$ cat src/rtl/uart_pkg.sv
// Shared UART definitions: launch FSM state type and byte width.
package uart_pkg;

  localparam int BYTE_W = 8;

  typedef enum logic {
    IDLE = 1'b0,
    WAIT = 1'b1
  } tx_state_e;

endpackage

$ cat src/rtl/uart_tx_fifo_mem.sv
// Simple dual-port byte array: synchronous write port, combinational read port.
module uart_tx_fifo_mem
  import uart_pkg::*;
#(
  parameter int DEPTH = 16,
  parameter int AW    = $clog2(DEPTH)
) (
  input  logic              Clock,
  input  logic              we_i,
  input  logic [AW-1:0]     waddr_i,
  input  logic [BYTE_W-1:0] wdata_i,
  input  logic [AW-1:0]     raddr_i,
  output logic [BYTE_W-1:0] rdata_o
);

  logic [BYTE_W-1:0] mem [DEPTH];

  // Storage is never reset; stale slots are unreachable once pointers are cleared.
  always_ff @(posedge Clock) begin
    if (we_i) mem[waddr_i] <= wdata_i;
  end

  assign rdata_o = mem[raddr_i];

endmodule

$ cat src/rtl/uart_tx_fifo.sv
// Byte FIFO and launch controller feeding the UART transmitter.
// Start_o/Data_o drive the transmitter's Start_i/Data_i; its Busy_o/Done_o
// come back as Busy_i/Done_i.
// Optional macro UART_TX_FIFO_OVERFLOW_EN adds a sticky Overflow_o flag.
module uart_tx_fifo
  import uart_pkg::*;
#(
  parameter int DEPTH = 16,
  localparam int CW   = $clog2(DEPTH) + 1
) (
  input  logic              Clock,
  input  logic              Reset,
  input  logic              Write_i,
  input  logic [BYTE_W-1:0] Data_i,
  output logic              Full_o,
  output logic              Empty_o,
  output logic [CW-1:0]     Count_o,
  output logic              Start_o,
  output logic [BYTE_W-1:0] Data_o,
  input  logic              Busy_i,
  input  logic              Done_i
`ifdef UART_TX_FIFO_OVERFLOW_EN
  ,
  output logic              Overflow_o
`endif
);

  localparam int PW = $clog2(DEPTH);

  logic [PW-1:0]     wr_q, wr_d, rd_q, rd_d;
  logic [CW-1:0]     count_q, count_d;
  tx_state_e         state_q, state_d;
  logic              start_q, start_d;
  logic [BYTE_W-1:0] data_q, data_d;
  logic [BYTE_W-1:0] rd_data;
  logic              full, empty, write_ok, pop;
`ifdef UART_TX_FIFO_OVERFLOW_EN
  logic              overflow_q, overflow_d;
`endif

  assign full    = (count_q == CW'(DEPTH));
  assign empty   = (count_q == '0);
  assign Full_o  = full;
  assign Empty_o = empty;
  assign Count_o = count_q;
  assign Start_o = start_q;
  assign Data_o  = data_q;

  uart_tx_fifo_mem #(
    .DEPTH (DEPTH),
    .AW    (PW)
  ) u_mem (
    .Clock   (Clock),
    .we_i    (write_ok),
    .waddr_i (wr_q),
    .wdata_i (Data_i),
    .raddr_i (rd_q),
    .rdata_o (rd_data)
  );

  // Next-state for pointers, occupancy and launch FSM; a full FIFO drops writes even when popping.
  always_comb begin
    write_ok = Write_i && !full;
    pop      = (state_q == IDLE) && !empty && !Busy_i;
    wr_d     = write_ok ? wr_q + PW'(1) : wr_q;
    rd_d     = pop ? rd_q + PW'(1) : rd_q;
    count_d  = count_q;
    if (write_ok && !pop) count_d = count_q + CW'(1);
    else if (pop && !write_ok) count_d = count_q - CW'(1);
    start_d  = pop;
    data_d   = pop ? rd_data : data_q;
    state_d  = state_q;
    case (state_q)
      IDLE:    if (pop) state_d = WAIT;
      WAIT:    if (Done_i) state_d = IDLE;
      default: state_d = IDLE;
    endcase
`ifdef UART_TX_FIFO_OVERFLOW_EN
    overflow_d = overflow_q || (Write_i && full);
`endif
  end

  // All control state registers together; active-low asynchronous reset clears everything but storage.
  always_ff @(posedge Clock or negedge Reset) begin
    if (!Reset) begin
      wr_q       <= '0;
      rd_q       <= '0;
      count_q    <= '0;
      state_q    <= IDLE;
      start_q    <= 1'b0;
      data_q     <= '0;
`ifdef UART_TX_FIFO_OVERFLOW_EN
      overflow_q <= 1'b0;
`endif
    end else begin
      wr_q       <= wr_d;
      rd_q       <= rd_d;
      count_q    <= count_d;
      state_q    <= state_d;
      start_q    <= start_d;
      data_q     <= data_d;
`ifdef UART_TX_FIFO_OVERFLOW_EN
      overflow_q <= overflow_d;
`endif
    end
  end

`ifdef UART_TX_FIFO_OVERFLOW_EN
  assign Overflow_o = overflow_q;
`endif

endmodule

$ cat config.mk
export PLATFORM = sky130hd
export DESIGN_NAME = uart_tx_fifo
export DESIGN_NICKNAME = d
export VERILOG_FILES = /design/src/rtl/uart_pkg.sv /design/src/rtl/uart_tx_fifo_mem.sv /design/src/rtl/uart_tx_fifo.sv
export SDC_FILE = /design/constraint.sdc
export NUM_CORES = 1
export LEC_CHECK = 0
export CAP_MARGIN = 10
export CORE_MARGIN = 2
export CORE_UTILIZATION = 40
export CTS_CLUSTER_DIAMETER = 60
export DETAILED_ROUTE_END_ITERATION = 10
export HOLD_SLACK_MARGIN = 0.12
export PLACE_DENSITY = 0.67
export SLEW_MARGIN = 20
export SYNTH_ARGS = -nofsm -noshare
export SYNTH_HDL_FRONTEND = slang
export SYNTH_SLANG_ARGS = --single-unit
$ cat constraint.sdc
create_clock -name Clock -period 4.7 [get_ports Clock]
set_clock_uncertainty 0.1 [all_clocks]
set_input_delay 0.94 -clock Clock [delete_from_list [all_inputs] [get_ports Clock]]
set_output_delay 0.94 -clock Clock [all_outputs]
set_load 0.05 [all_outputs]
==> impl_metrics.csv <==
group,metric,value,unit
finish,layout.cells.non_filler,553,
setup_path,slowest_stage,"clkdlybuf4s50_1",
setup_path,endpoint_kind,"output port",
global_route,gr-total-overflow,0,
setup_path,path_buf_inv,1,
job,maxCapViolCount,0,
logic_synthesis,netlist_area,0.00610,mm2
power,switching_share,32.1,%
sta,fin_crit_sh,73.5,%
clock_network,cts_max_path_buffers,2,
floorplan,ios,29,
logic_synthesis,synth.distinct_cells,34,
routing,detail_route.iter0.violations,217,
hold_path,min_path_type,"flip-flop to flip-flop",
sta,worst_slew_pin_slew,0.982,ns
logic_synthesis,yosys_warnings,0,
floorplan,die_w,127,um
clock_network,cts_hold_buf,0,
clock_network,ctsResizeCount,0,
clock_network,cts_buffers,17,
sta,finalHoldViolations,0,
routing,vias,2882,
logic_synthesis,syn_nets,338,
floorplan,die_h,127,um
power,finalPower,0.00463,W
finish,final_common_cell,"edfxtp_1",
sta,slew_viol_final,0,
clock_network,cts_root_buf,"clkbuf_16",
clock_network,cts_tree,"built",
run_status,status,"complete, no violations",
clock_network,worstSkewPairLatency,0.42,ns
place,dp.cells,521,
setup_path,slowest_delay,0.81,ns
routing,drt-pass1-iter-count,4,
finish,antennaDiodeCount,0,
power,pwr_density_cell,648,mW/mm2
place,port_buffers,28,
power,peakVddDrop,0.288,mV
global_route,grt_pass1_vias,3071,
sta,max_clock_freq,289,MHz
setup_path,worst-endpoint-required,3.66,ns
clock_network,cts_setup_buffers,0,
floorplan,start_util,40.6,%
sta,setup_viol,0,
finish,area.growth.synth_to_final,17.2,%
finish,drive_gt1_share,20.3,%
logic_synthesis,ys_seq_elements,151,
routing,wl_per_cell,19.8,um
place,place_hpwl,7030,um
clock_network,h-tree-depth,4,
power,pwr-share-seq,40.8,%
sta,fin_setup_tns,0,ns
power,clkPwrFrac,29.4,%
finish,nets,375,
finish,most-common-layout-cells,"128 x edfxtp_1, 27 x clkdlybuf4s50_1, 24 x mux4_2, 22 x dfrtp_1, 18 x nand2_1",
global_route,gr-usage-all-layers,14.8,%
logic_synthesis,synth_cells,315,
floorplan,fp.dieArea,0.0162,mm2
setup_path,worst-setup-path-type,"flip-flop to output port",
setup_path,crit_chain,"or4_1 > nor2_1 > clkdlybuf4s50_1",
clock_network,cts_sinks,151,
logic_synthesis,avgSynthCellArea,19.4,um2
logic_synthesis,ys_seq_area_share,72.5,%
routing,drc_errors,0,
setup_path,crit_fanout,6,
routing,wl,11000,um
sta,hold_ws,0.380,ns
routing,postRouteAntennaNets,0,
power,intPower,0.00314,W
clock_network,clk_pin_slew,0.06,ns
setup_path,arrival,2.42,ns
finish,n_fill_cell,1222,
setup_path,critical-path-top-delay-family,"buffers and inverters",
setup_path,cp-start-kind,"flip-flop",
global_route,grt_pass1_wl,17600,um
power,p_leak,2.45,nW
floorplan,core_region_area,0.0150,mm2
global_route,grt_max_degree,31,
finish,multi_input_area,0.00155,mm2
sta,rsz0062_at_grt,"false",
sta,max-slew-margin-rel,34.3,%
power,p_sw,0.00149,W
routing,via_per_inst,5.21,
floorplan,row_count,45,
global_route,antenna_found_initial,0,
finish,regArea,0.00442,mm2
power,comb_power_share,29.8,%
place,gp_congestion,0.724,
finish,fin_util,47.5,%
sta,min_period,3.46,ns
-- kinds of logic after synthesis --
family	count (synthesis)	share of synthesized area [%]
simple gates	47	3.37
compound gates	22	2.24
buf+inv	21	2.24
flops	151	72.5
mux	54	16.1
xor+xnor	10	1.44
fa+ha+maj	10	2.18
-- layer usage --
| layer | GRT usage, % | vias to the layer above | wire length (um) |
|---|---|---|---|
| met4 | 3.88 | 0 | 89 |
| met2 | 23.4 | 61 | 5440 |
| li1 | - | 1328 | - |
| met3 | 4.90 | 9 | 523 |
| met1 | 20.0 | 1484 | 4900 |
| met5 | 0 | - | 0 |
-- final cells by class --
cell class / instances / share of cell area [%]
Sequential cell: 151 / 61.8
Clock inverter: 15 / 2.47
Timing Repair Buffer: 34 / 4.48
Inverter: 5 / 0.263
Multi-Input combinational cell: 143 / 21.7
Clock buffer: 17 / 5.95
Tap cell: 188 / 3.29
-- synth_stat cells (all sizes together) --
cell type | number | share of area (%)
a211o | 2 | 0.29
a21boi | 1 | 0.18
a21o | 2 | 0.25
a21oi | 4 | 0.33
a22o | 2 | 0.29
and2 | 1 | 0.10
buf | 14 | 1.8
clkbuf | 2 | 0.14
dfrtp | 23 | 9.4
edfxtp | 128 | 63
fa | 1 | 0.33
ha | 9 | 1.8
inv | 5 | 0.31
mux2 | 7 | 1.3
mux2i | 15 | 2.5
mux4 | 32 | 12
nand2 | 18 | 1.1
nand2b | 2 | 0.21
nand4 | 2 | 0.21
nor2 | 16 | 0.99
nor2b | 2 | 0.21
nor3 | 4 | 0.33
nor4 | 1 | 0.10
o21ai | 11 | 0.90
or4 | 1 | 0.12
xnor2 | 9 | 1.3
xor2 | 1 | 0.14
-- metrics by stage --
stage | area (um2) | setup slack (ns)
2_1_floorplan | 6100 | 1.57
3_3_place_gp | 6540 | 1.25
3_5_place_dp | 6550 | 1.20
4_1_cts | 7150 | 1.23
5_1_grt | 7150 | 1.17
6_report | 7150 | 1.24
-- final timing paths --
| check | depth (start not counted) | start | end | slack [ns] |
|---|---|---|---|---|
| worst max-delay path | 3 | Count_o[0] | Empty_o | 1.24 |
| worst min-delay path | 2 | Data_o[3] | Data_o[3] | 0.38 |
| worst max register to register | 10 | Count_o[0] | Count_o[4] | 1.61 |
| worst min register to register | 2 | Data_o[3] | Data_o[3] | 0.38 |
| max in group asynchronous | 1 | Reset | rd_q[0] | 3.71 |
| min in group asynchronous | 1 | Reset | wr_q[1] | 0.39 |
-- flip-flops by register name, indices dropped and copies added, names as in the netlist --
signal	cells
u_mem.mem	128
Data_o	8
Start_o	1
wr_q	4
rd_q	4
Count_o	5
state_q	1
-- power groups by stage --
stage	registers [W]	clock network [W]	logic (W)
floorplan	0.00197	0	0.000962
global placement	0.00191	0	0.00136
global route	0.00193	0.00144	0.00149
detailed placement	0.00192	0	0.00140
CTS	0.00190	0.00139	0.00140
finish	0.00189	0.00136	0.00138
-- worst min-delay path: stages, from the launching register on --
cell and delay, ns:
dfrtp_1 0.34, nand2_1 0.05, o21ai_0 0.06
No activity file was read; power rests on OpenSTA's default activity.
